--- src/rtl/pipe_reg_fde_if.sv ---
// Handshake bundle for the elastic pipeline register.
// The master side produces upstream words and consumes downstream words.
// The slave side is the pipeline register itself.
interface pipe_reg_fde_if #(
  parameter int WIDTH = 8
);
  logic             in_valid;
  logic [WIDTH-1:0] in_data;
  logic             in_ready;
  logic             out_valid;
  logic [WIDTH-1:0] out_data;
  logic             out_ready;

  modport master (
    output in_valid, in_data, out_ready,
    input  in_ready, out_valid, out_data
  );

  modport slave (
    input  in_valid, in_data, out_ready,
    output in_ready, out_valid, out_data
  );
endinterface

--- src/rtl/pipe_reg_fde.sv ---
// Elastic pipeline register: DEPTH stages of WIDTH-bit data, each with its own valid bit.
// An empty stage always accepts, so bubbles collapse under backpressure.
// i_enable=0 synchronously clears every stage.
// Optional feature macro: PIPE_REG_OCCUPANCY_EN adds the o_occupancy valid-stage counter.
module pipe_reg_fde #(
  parameter int WIDTH = 8,
  parameter int DEPTH = 2
) (
  input  logic                       clk,
  input  logic                       rst,
  input  logic                       i_enable,
`ifdef PIPE_REG_OCCUPANCY_EN
  output logic [$clog2(DEPTH+1)-1:0] o_occupancy,
`endif
  pipe_reg_fde_if.slave              bus
);

  generate
    if (WIDTH < 1 || DEPTH < 1) begin : g_bad_param
      $error("pipe_reg_fde: WIDTH and DEPTH must both be >= 1");
    end
  endgenerate

  logic [DEPTH-1:0] r_v;
  logic [WIDTH-1:0] r_d    [DEPTH];
  logic [DEPTH-1:0] w_adv;
  logic [DEPTH-1:0] w_srcV;
  logic [WIDTH-1:0] w_srcD [DEPTH];

  // Stage 0 is fed from the upstream port; every later stage is fed from its predecessor.
  assign w_srcV[0] = bus.in_valid;
  assign w_srcD[0] = bus.in_data;
  genvar g;
  generate
    for (g = 1; g < DEPTH; g++) begin : g_src
      assign w_srcV[g] = r_v[g-1];
      assign w_srcD[g] = r_d[g-1];
    end
  endgenerate

  // A stage may advance when it is empty or when everything downstream of it moves.
  always_comb begin
    logic a;
    w_adv = '0;
    a = bus.out_ready | ~r_v[DEPTH-1];
    w_adv[DEPTH-1] = a;
    for (int i = DEPTH - 2; i >= 0; i--) begin
      a = a | ~r_v[i];
      w_adv[i] = a;
    end
  end

  assign bus.in_ready  = w_adv[0] & i_enable;
  assign bus.out_valid = r_v[DEPTH-1];
  assign bus.out_data  = r_d[DEPTH-1];

  // Stage registers: clear on reset or !enable, otherwise load from the source when advancing.
  always_ff @(posedge clk or posedge rst) begin
    if (rst) begin
      r_v <= '0;
      for (int i = 0; i < DEPTH; i++) r_d[i] <= '0;
    end else if (!i_enable) begin
      r_v <= '0;
      for (int i = 0; i < DEPTH; i++) r_d[i] <= '0;
    end else begin
      for (int i = 0; i < DEPTH; i++) begin
        if (w_adv[i]) begin
          r_v[i] <= w_srcV[i];
          if (w_srcV[i]) r_d[i] <= w_srcD[i];
        end
      end
    end
  end

`ifdef PIPE_REG_OCCUPANCY_EN
  localparam int OCC_W = $clog2(DEPTH + 1);

  logic             w_inFire;
  logic             w_outFire;
  logic [OCC_W-1:0] r_occupancy;

  assign w_inFire    = bus.in_valid & bus.in_ready;
  assign w_outFire   = bus.out_valid & bus.out_ready;
  assign o_occupancy = r_occupancy;

  // Running count of valid stages, tracking words in minus words out.
  always_ff @(posedge clk or posedge rst) begin
    if (rst) begin
      r_occupancy <= '0;
    end else if (!i_enable) begin
      r_occupancy <= '0;
    end else begin
      r_occupancy <= r_occupancy + OCC_W'(w_inFire) - OCC_W'(w_outFire);
    end
  end
`endif

endmodule
--- src/flat_wrapper.sv ---
// flat-port wrapper written by rule: the top's interface ports become plain ports
module pipe_reg_fde_flat 
#(
  parameter int WIDTH = 8,
  parameter int DEPTH = 2
)
  (clk, rst, i_enable, bus_in_valid, bus_in_data, bus_out_ready, bus_in_ready, bus_out_valid, bus_out_data);
  pipe_reg_fde_if #(.WIDTH(WIDTH)) bus_i ();
  input  logic clk;
  input  logic rst;
  input  logic i_enable;
  input wire logic [$bits(bus_i.in_valid)-1:0] bus_in_valid;
  input wire logic [$bits(bus_i.in_data)-1:0] bus_in_data;
  input wire logic [$bits(bus_i.out_ready)-1:0] bus_out_ready;
  output wire logic [$bits(bus_i.in_ready)-1:0] bus_in_ready;
  output wire logic [$bits(bus_i.out_valid)-1:0] bus_out_valid;
  output wire logic [$bits(bus_i.out_data)-1:0] bus_out_data;
  assign bus_i.in_valid = bus_in_valid;
  assign bus_i.in_data = bus_in_data;
  assign bus_i.out_ready = bus_out_ready;
  assign bus_in_ready = bus_i.in_ready;
  assign bus_out_valid = bus_i.out_valid;
  assign bus_out_data = bus_i.out_data;
  pipe_reg_fde #(.WIDTH(WIDTH), .DEPTH(DEPTH)) u_core (.clk(clk), .rst(rst), .i_enable(i_enable), .bus(bus_i));
endmodule
--- config.mk ---
export PLATFORM = sky130hd
export DESIGN_NAME = pipe_reg_fde_flat
export DESIGN_NICKNAME = d
export VERILOG_FILES = /design/src/rtl/pipe_reg_fde_if.sv /design/src/rtl/pipe_reg_fde.sv /design/src/flat_wrapper.sv
export SDC_FILE = /design/constraint.sdc
export NUM_CORES = 1
export LEC_CHECK = 0
export ABC_CLOCK_PERIOD_IN_PS = 2000
export CORE_MARGIN = 2
export CORE_UTILIZATION = 46
export CTS_CLUSTER_DIAMETER = 40
export DETAILED_ROUTE_END_ITERATION = 6
export GPL_ROUTABILITY_DRIVEN = 0
export PLACE_DENSITY = 0.74
export SYNTH_ARGS = -nofsm -noshare
export SYNTH_HDL_FRONTEND = slang
export SYNTH_SLANG_ARGS = --single-unit
--- constraint.sdc ---
create_clock -name clk -period 2 [get_ports clk]
set_input_delay 0.4 -clock clk [delete_from_list [all_inputs] [get_ports clk]]
set_output_delay 0.4 -clock clk [all_outputs]
set_load 0.01 [all_outputs]
==> run_results.csv <==
group,metric,value,unit
status,status,"finished, final reports clean",
timing,setup_viol,0,
placed_design,dpl_cell_area,991,um^2
synth,synth_commonest_cells,"dfrtp_1 (18), a21oi_1 (11), a22o_1 (8), buf_4 (8), nand3_1 (8)",
die,core.rowCount,15,
synth,synth_xor_xnor_area_share,0,
timing,whs,494,ps
critical_path,rr_startpoint,"u_core.r_v[0]",
synth,yosys_warnings,0,
timing,max_slew_margin,0.561,
synth,seq_area_frac_synth,0.561,
placed_design,port_buffers,22,
power_and_ir_drop,switching_share,0.237,
route,routedWlPerCell,13.4,um
clock_tree,htreeDepth,1,
synth,synthSimpleGateAreaFrac,0.0997,
placed_design,place_inst,105,
run,cap_violations,0,
critical_path,reg2reg_to,"u_core.r_d[8]",
critical_path,path_cells,"clkdlybuf4s50_1 -> and2b_1 -> a21oi_1 -> dlygate4sd2_1",
finish,layoutNonFillerInstCount,108,
clock_tree,cts-buffers-inserted,3,
die,ios,23,
synth,synth_adder_area_share,0,
clock_tree,cts_root_buf,"clkbuf_4",
critical_path,cp_max_fo,2,
synth,synth_top_area_share,0.561,
clock_tree,cts.clk_slew.worst_paths,90,ps
clock_tree,clock-sinks,18,
finish,areaGrowthSynthToFinish,26.0,%
critical_path,arrival,1480,ps
synth,async_reset_ff_frac,1.00,
route,drc,0,
synth,ys_types,17,
finish,fin_nets,106,
synth,syn_avg_cell_area,10.9,um^2
route,drt-vias-per-instance,5.60,
synth,synth_top_cell_by_area,"dfrtp_1",
timing,fmaxAchievable,531,MHz
die,core_area,1690,um^2
route,drt_iter0_drc,7,
synth,synthMuxAreaShare,0,
finish,layout-drive-gt1-share,0.110,
synth,synth_top_family_by_area,"compound AO/OA/AOI/OAI gates",
finish,fin_area,1010,um^2
timing,setup-tns-final,0,ps
synth,synth.most_common_cell,"dfrtp_1",
clock_tree,hold_buffers,0,
power_and_ir_drop,seqPwrFrac,0.595,
timing,timing.final.crit_share,0.941,
global_routing,antenna_found_initial,0,
power_and_ir_drop,p_int,499,uW
timing,clock_skew,1.17,ps
global_routing,grt_pass1_wl,2380,um
critical_path,rr_worst_depth,4,
global_routing,grtUsageTotal,0.166,
critical_path,r2r_slack,720,ps
route,vias,605,
finish,fillerInstances,154,
power_and_ir_drop,combPwrFrac,0.138,
power_and_ir_drop,netSwitchingPower,155,uW
power_and_ir_drop,irDropWorstVdd,372,uV
critical_path,cp_top_family,"buffers and inverters",
synth,yosys_most_used_dff,"dfrtp_1",
synth,synth_compound_area_frac,0.217,
die,chipWidth,45.8,um
critical_path,critPathKind,"in -> out",
synth,yosys-top-cells-area,"dfrtp_1 (56%), a22o_1 (8.7%), buf_4 (7.5%)",
critical_path,cpPeakStageDelay,480,ps
die,die_y,45.8,um
critical_path,cp.depth,4,
clock_tree,cts_tree,"yes",
clock_tree,insertion_delay,290,ps
power_and_ir_drop,p_per_area,646,nW/um^2
min_path,hp-class,"in -> async",
route,dr.pass1.iters,6,
placed_design,dpl.hpwl,1110,um
critical_path,startpoint,"bus_out_ready",
global_routing,grt_max_degree,19,
timing,hold_violations,0,
timing,worstMarginPinSlew,658,ps
critical_path,slowest_stage,"clkdlybuf4s50_1",
timing,maxSlewViolCount,0,
route,drt-total-wl,1450,um
critical_path,cp_num_buf_inv,2,
route,antenna_left,0,
power_and_ir_drop,pwr-share-clk,0.267,
die,start_util,0.476,
synth,synth-edff-count,0,
power_and_ir_drop,p_leak,0.468,nW
synth,synth.ff_latch_count,18,
synth,synthesis.nets,87,
finish,diodes,0,
timing,fin_crit,1880,ps
synth,netlist_instances,74,
critical_path,required,1600,ps
synth,syn_area,803,um^2
global_routing,grt-ovfl-total,0,
timing,rsz0062_at_grt,"no",
die,die-area,2100,um^2
critical_path,cp-end-kind,"output pin",
critical_path,cp-start-kind,"input pin",
clock_tree,clock_path_buffers,2,
global_routing,grt_pass1_vias,520,
cell type report:
| cell class | count | area, um^2 | share of cell area |
|---|---|---|---|
| clock buffers | 3 | 22.5 | 0.0222 |
| inverters | 4 | 15.0 | 0.0148 |
| multi-input cells | 40 | 254 | 0.251 |
| flip-flops and latches | 18 | 450 | 0.445 |
| well taps | 17 | 21.3 | 0.0210 |
| repair buffers | 26 | 249 | 0.246 |
per-layer routing:
layer / vias to the layer above / track usage / part of all wire
met4: 0 / 0.0971 / 0.026
met5: - / 0 / 0
met2: 20 / 0.245 / 0.48
met1: 288 / 0.214 / 0.45
li1: 292 / - / -
met3: 5 / 0.0516 / 0.045
how the worst max path moves through the flow:
stage / end / slack (ps)
2_1_floorplan: bus_in_ready / 660
3_3_place_gp: bus_in_ready / -120
3_5_place_dp: bus_in_ready / -170
4_1_cts: bus_in_ready / 110
5_1_grt: bus_in_ready / 60
6_report: bus_in_ready / 120
cell families after synthesis:
family | count (synthesis)
buffers and inverters | 16
AND/OR/NAND/NOR | 12
AO/OA/AOI/OAI | 28
flip-flops | 18
worst reg2reg max path, delay by kind of cell, from the launching register on:
kind                   cells  cell delay [ps]
buffers and inverters      1              180
AO/OA/AOI/OAI              1              260
AND/OR/NAND/NOR            2              390
flip-flops                 1              350
layout by cell type (no fill, tap or decap):
master,n
clkdlybuf4s50_1,21
dfrtp_1,18
a21oi_1,11
a22o_1,8
nand3_1,8
o21ai_1,7
buf_4,4
inv_1,3
clkbuf_4,3
nand3b_4,1
and3_1,1
a21oi_2,1
nand2b_1,1
inv_2,1
and2b_1,1
o21ai_0,1
dlygate4sd2_1,1
registers in the layout, summed over array words and instances, names as in the netlist:
register             cells
u_core.bus.out_data      8
u_core.r_d               8
u_core.r_v               2
timing repair:
action                                  in CTS  in global routing
endpoints found under the setup margin       1                  0
resized for setup                            1                  0
setup buffers                                0                  0
power by group through the flow:
stage	Clock, mW	Sequential [mW]	Combinational (mW)
4_1_cts	0.176	0.389	0.0920
3_5_place_dp	0	0.396	0.0926
6_report	0.174	0.389	0.0905
3_3_place_gp	0	0.396	0.0899
2_1_floorplan	0	0.394	0.0503
5_1_grt	0.193	0.391	0.100
through the flow:
step / util / power (mW) / worst slack (ps)
global route: 0.599 / 0.684 / 61.1
global placement: 0.587 / 0.486 / -122
CTS: 0.599 / 0.657 / 110
detailed placement: 0.587 / 0.489 / -167
floorplan: - / 0.444 / 658
finish: 0.599 / 0.654 / 118
No activity file was read; power rests on OpenSTA's default activity.
==> variant: new RTL, config.mk and constraints unchanged <==
`DEPTH` is set to 2 in 2 places; all go to 4.
--- a/src/rtl/pipe_reg_fde.sv
+++ b/src/rtl/pipe_reg_fde.sv
@@ -5,5 +5,5 @@
 module pipe_reg_fde #(
   parameter int WIDTH = 8,
-  parameter int DEPTH = 2
+  parameter int DEPTH = 4
 ) (
   input  logic                       clk,
--- a/src/flat_wrapper.sv
+++ b/src/flat_wrapper.sv
@@ -3,5 +3,5 @@
 #(
   parameter int WIDTH = 8,
-  parameter int DEPTH = 2
+  parameter int DEPTH = 4
 )
   (clk, rst, i_enable, bus_in_valid, bus_in_data, bus_out_ready, bus_in_ready, bus_out_valid, bus_out_data);
Behaviour: not the same (Yosys sat finds a counterexample within 4 cycles, from zero or initial values and one cycle with rst high).
==> variant against the unedited design <==
  * Synthesized area is 110% higher
  * Sequential share of layout area shrank 0.38 points
  * Sequential cell count grew 18
  * Worst setup slack gained 0.11 ns
  * Fmax is 6.0% higher
  * Wire length rose by 120%
  * Cell area rose by 100%
  * Power grew 120%
==> variant: results <==
group,metric,value,unit
cells_and_area,largest_reg_flops,24,
yosys,async_flop_share,100.0,%
sta,fin_crit_sh,88.77,%
clocking,ctsRootBufferMaster,"clkbuf_8",
critical_path,cp_max_fo,2,
placement,dp_hpwl,2311,µm
global_routing,grt_max_degree,37,
pwr,ir_drop,0.0003627,V
pwr,p_per_area,710.8,nW/µm²
clocking,clk_pin_slew,0.07,ns
placement,dp_slack,-0.03287,ns
routing,drt_iter0_markers,57,
sta,fin_skew,0.001904,ns
pwr,p_leak,0.8939,nW
hold_path,min_path_type,"flop to flop",
global_routing,grt_use_total,18.34,%
placement,numPortBuffers,22,
sta,worst_slew_pin_slew,0.4465,ns
critical_path,cp_data_arrival_time,1.38,ns
clocking,htreeDepth,2,
yosys,ys_types,28,
yosys,synth.area.top_cells,"dfrtp_1 52%, mux2i_1 4.7%, nand3_1 4.7%",
outcome,outcome,"complete, no violations",
cells_and_area,n_antenna_cell,0,
clocking,clkLatencyLatePin,0.28,ns
global_routing,antenna_found_initial,0,
cells_and_area,largest-register,"u_core.r_d",
placement,place_area,1939,µm²
yosys,synth-seq-area-share,52.36,%
clocking,cts_made_buffers,5,
routing,antenna_left,0,
cells_and_area,final_nets,195,
cells_and_area,drive_gt1_share,12.64,%
critical_path,r2r_slack,0.59,ns
routing,via_per_inst,5.552,
cells_and_area,nFillCells,353,
yosys,synth_nets,176,
yosys,ys_top_cells_by_count,"36 x dfrtp_1, 18 x nand2_1, 16 x nand3_1",
routing,dr.pass1.iters,4,
routing,wire_per_inst,13.95,µm
global_routing,grt_pass1_wl,5954,µm
cells_and_area,final_common_cell,"dfrtp_1",
clocking,holdBufCountCts,0,
yosys,ys_warn_count,0,
clocking,cts.path.max_buffers,2,
global_routing,grt_pass1_vias,1308,
-- variant: timing repair --
action                                  4_1_cts  5_1_grt
gates resized for setup                       1        0
endpoints found under the setup margin        1        0
buffers inserted                              1        0
-- variant: final cells by class --
cell class | instances | share of cell area (%)
flip-flops and latches | 36 | 44.12
multi-input cells | 105 | 33.64
repair buffers | 31 | 14.03
clock buffers | 7 | 4.718
well taps | 48 | 2.941
inverters | 3 | 0.5515
-- variant: metal layers --
| metal | track usage (%) | share of wire [%] | wire, µm |
|---|---|---|---|
| met5 | 0 | 0 | 0 |
| met4 | 7.813 | 1.7 | 54 |
| met3 | 5.308 | 5.0 | 159 |
| met2 | 30.54 | 48 | 1553 |
| met1 | 22.30 | 45 | 1441 |
-- variant: kinds of logic (layout without fill, tap and decap cells) --
family / after synthesis / after routing / synth area share [%]
flops: 36 / 36 / 52.36
simple gates: 49 / 49 / 14.40
compound gates: 48 / 48 / 20.87
mux: 8 / 8 / 4.655
buf+inv: 22 / 41 / 7.708
-- variant: worst paths after layout --
| kind | start | end | cells after the start |
|---|---|---|---|
| min reg2reg | u_core.r_d[20] | u_core.r_d[12] | 1 |
| min in group asynchronous | rst | u_core.bus.out_data[4] | 3 |
| max reg2reg | u_core.r_v[2] | u_core.r_d[26] | 3 |
| max | bus_out_ready | bus_in_ready | 4 |
| max in group asynchronous | rst | u_core.r_d[27] | 3 |
| min | u_core.r_d[20] | u_core.r_d[12] | 1 |
-- variant: worst max-delay path, stage by stage --
cell and delay [ns]:
clkdlybuf4s50_1 0.42, nor2b_1 0.18, a21oi_1 0.09, dlygate4sd2_1 0.29
-- variant: through the flow --
| stage | hold slack (ns) | setup TNS [ns] | power, mW | instances |
|---|---|---|---|---|
| finish | 0.4936 | 0 | 1.451 | 230 |
| global route | 0.5149 | 0 | 1.537 | 230 |
| CTS | 0.4995 | 0 | 1.472 | 230 |
| detailed placement | 0.4841 | -0.03287 | 0.9200 | 222 |
| global placement | 0.4775 | -0.03115 | 0.9129 | 222 |
| floorplan | 0.4659 | 0 | 0.8647 | 163 |
-- variant: power breakdown --
part | switching (mW) | total (mW) | internal [mW]
combinational | 0.0754 | 0.138 | 0.0630
sequential | 0.0133 | 0.767 | 0.754
clock | 0.240 | 0.546 | 0.306
total | 0.328 | 1.45 | 1.12
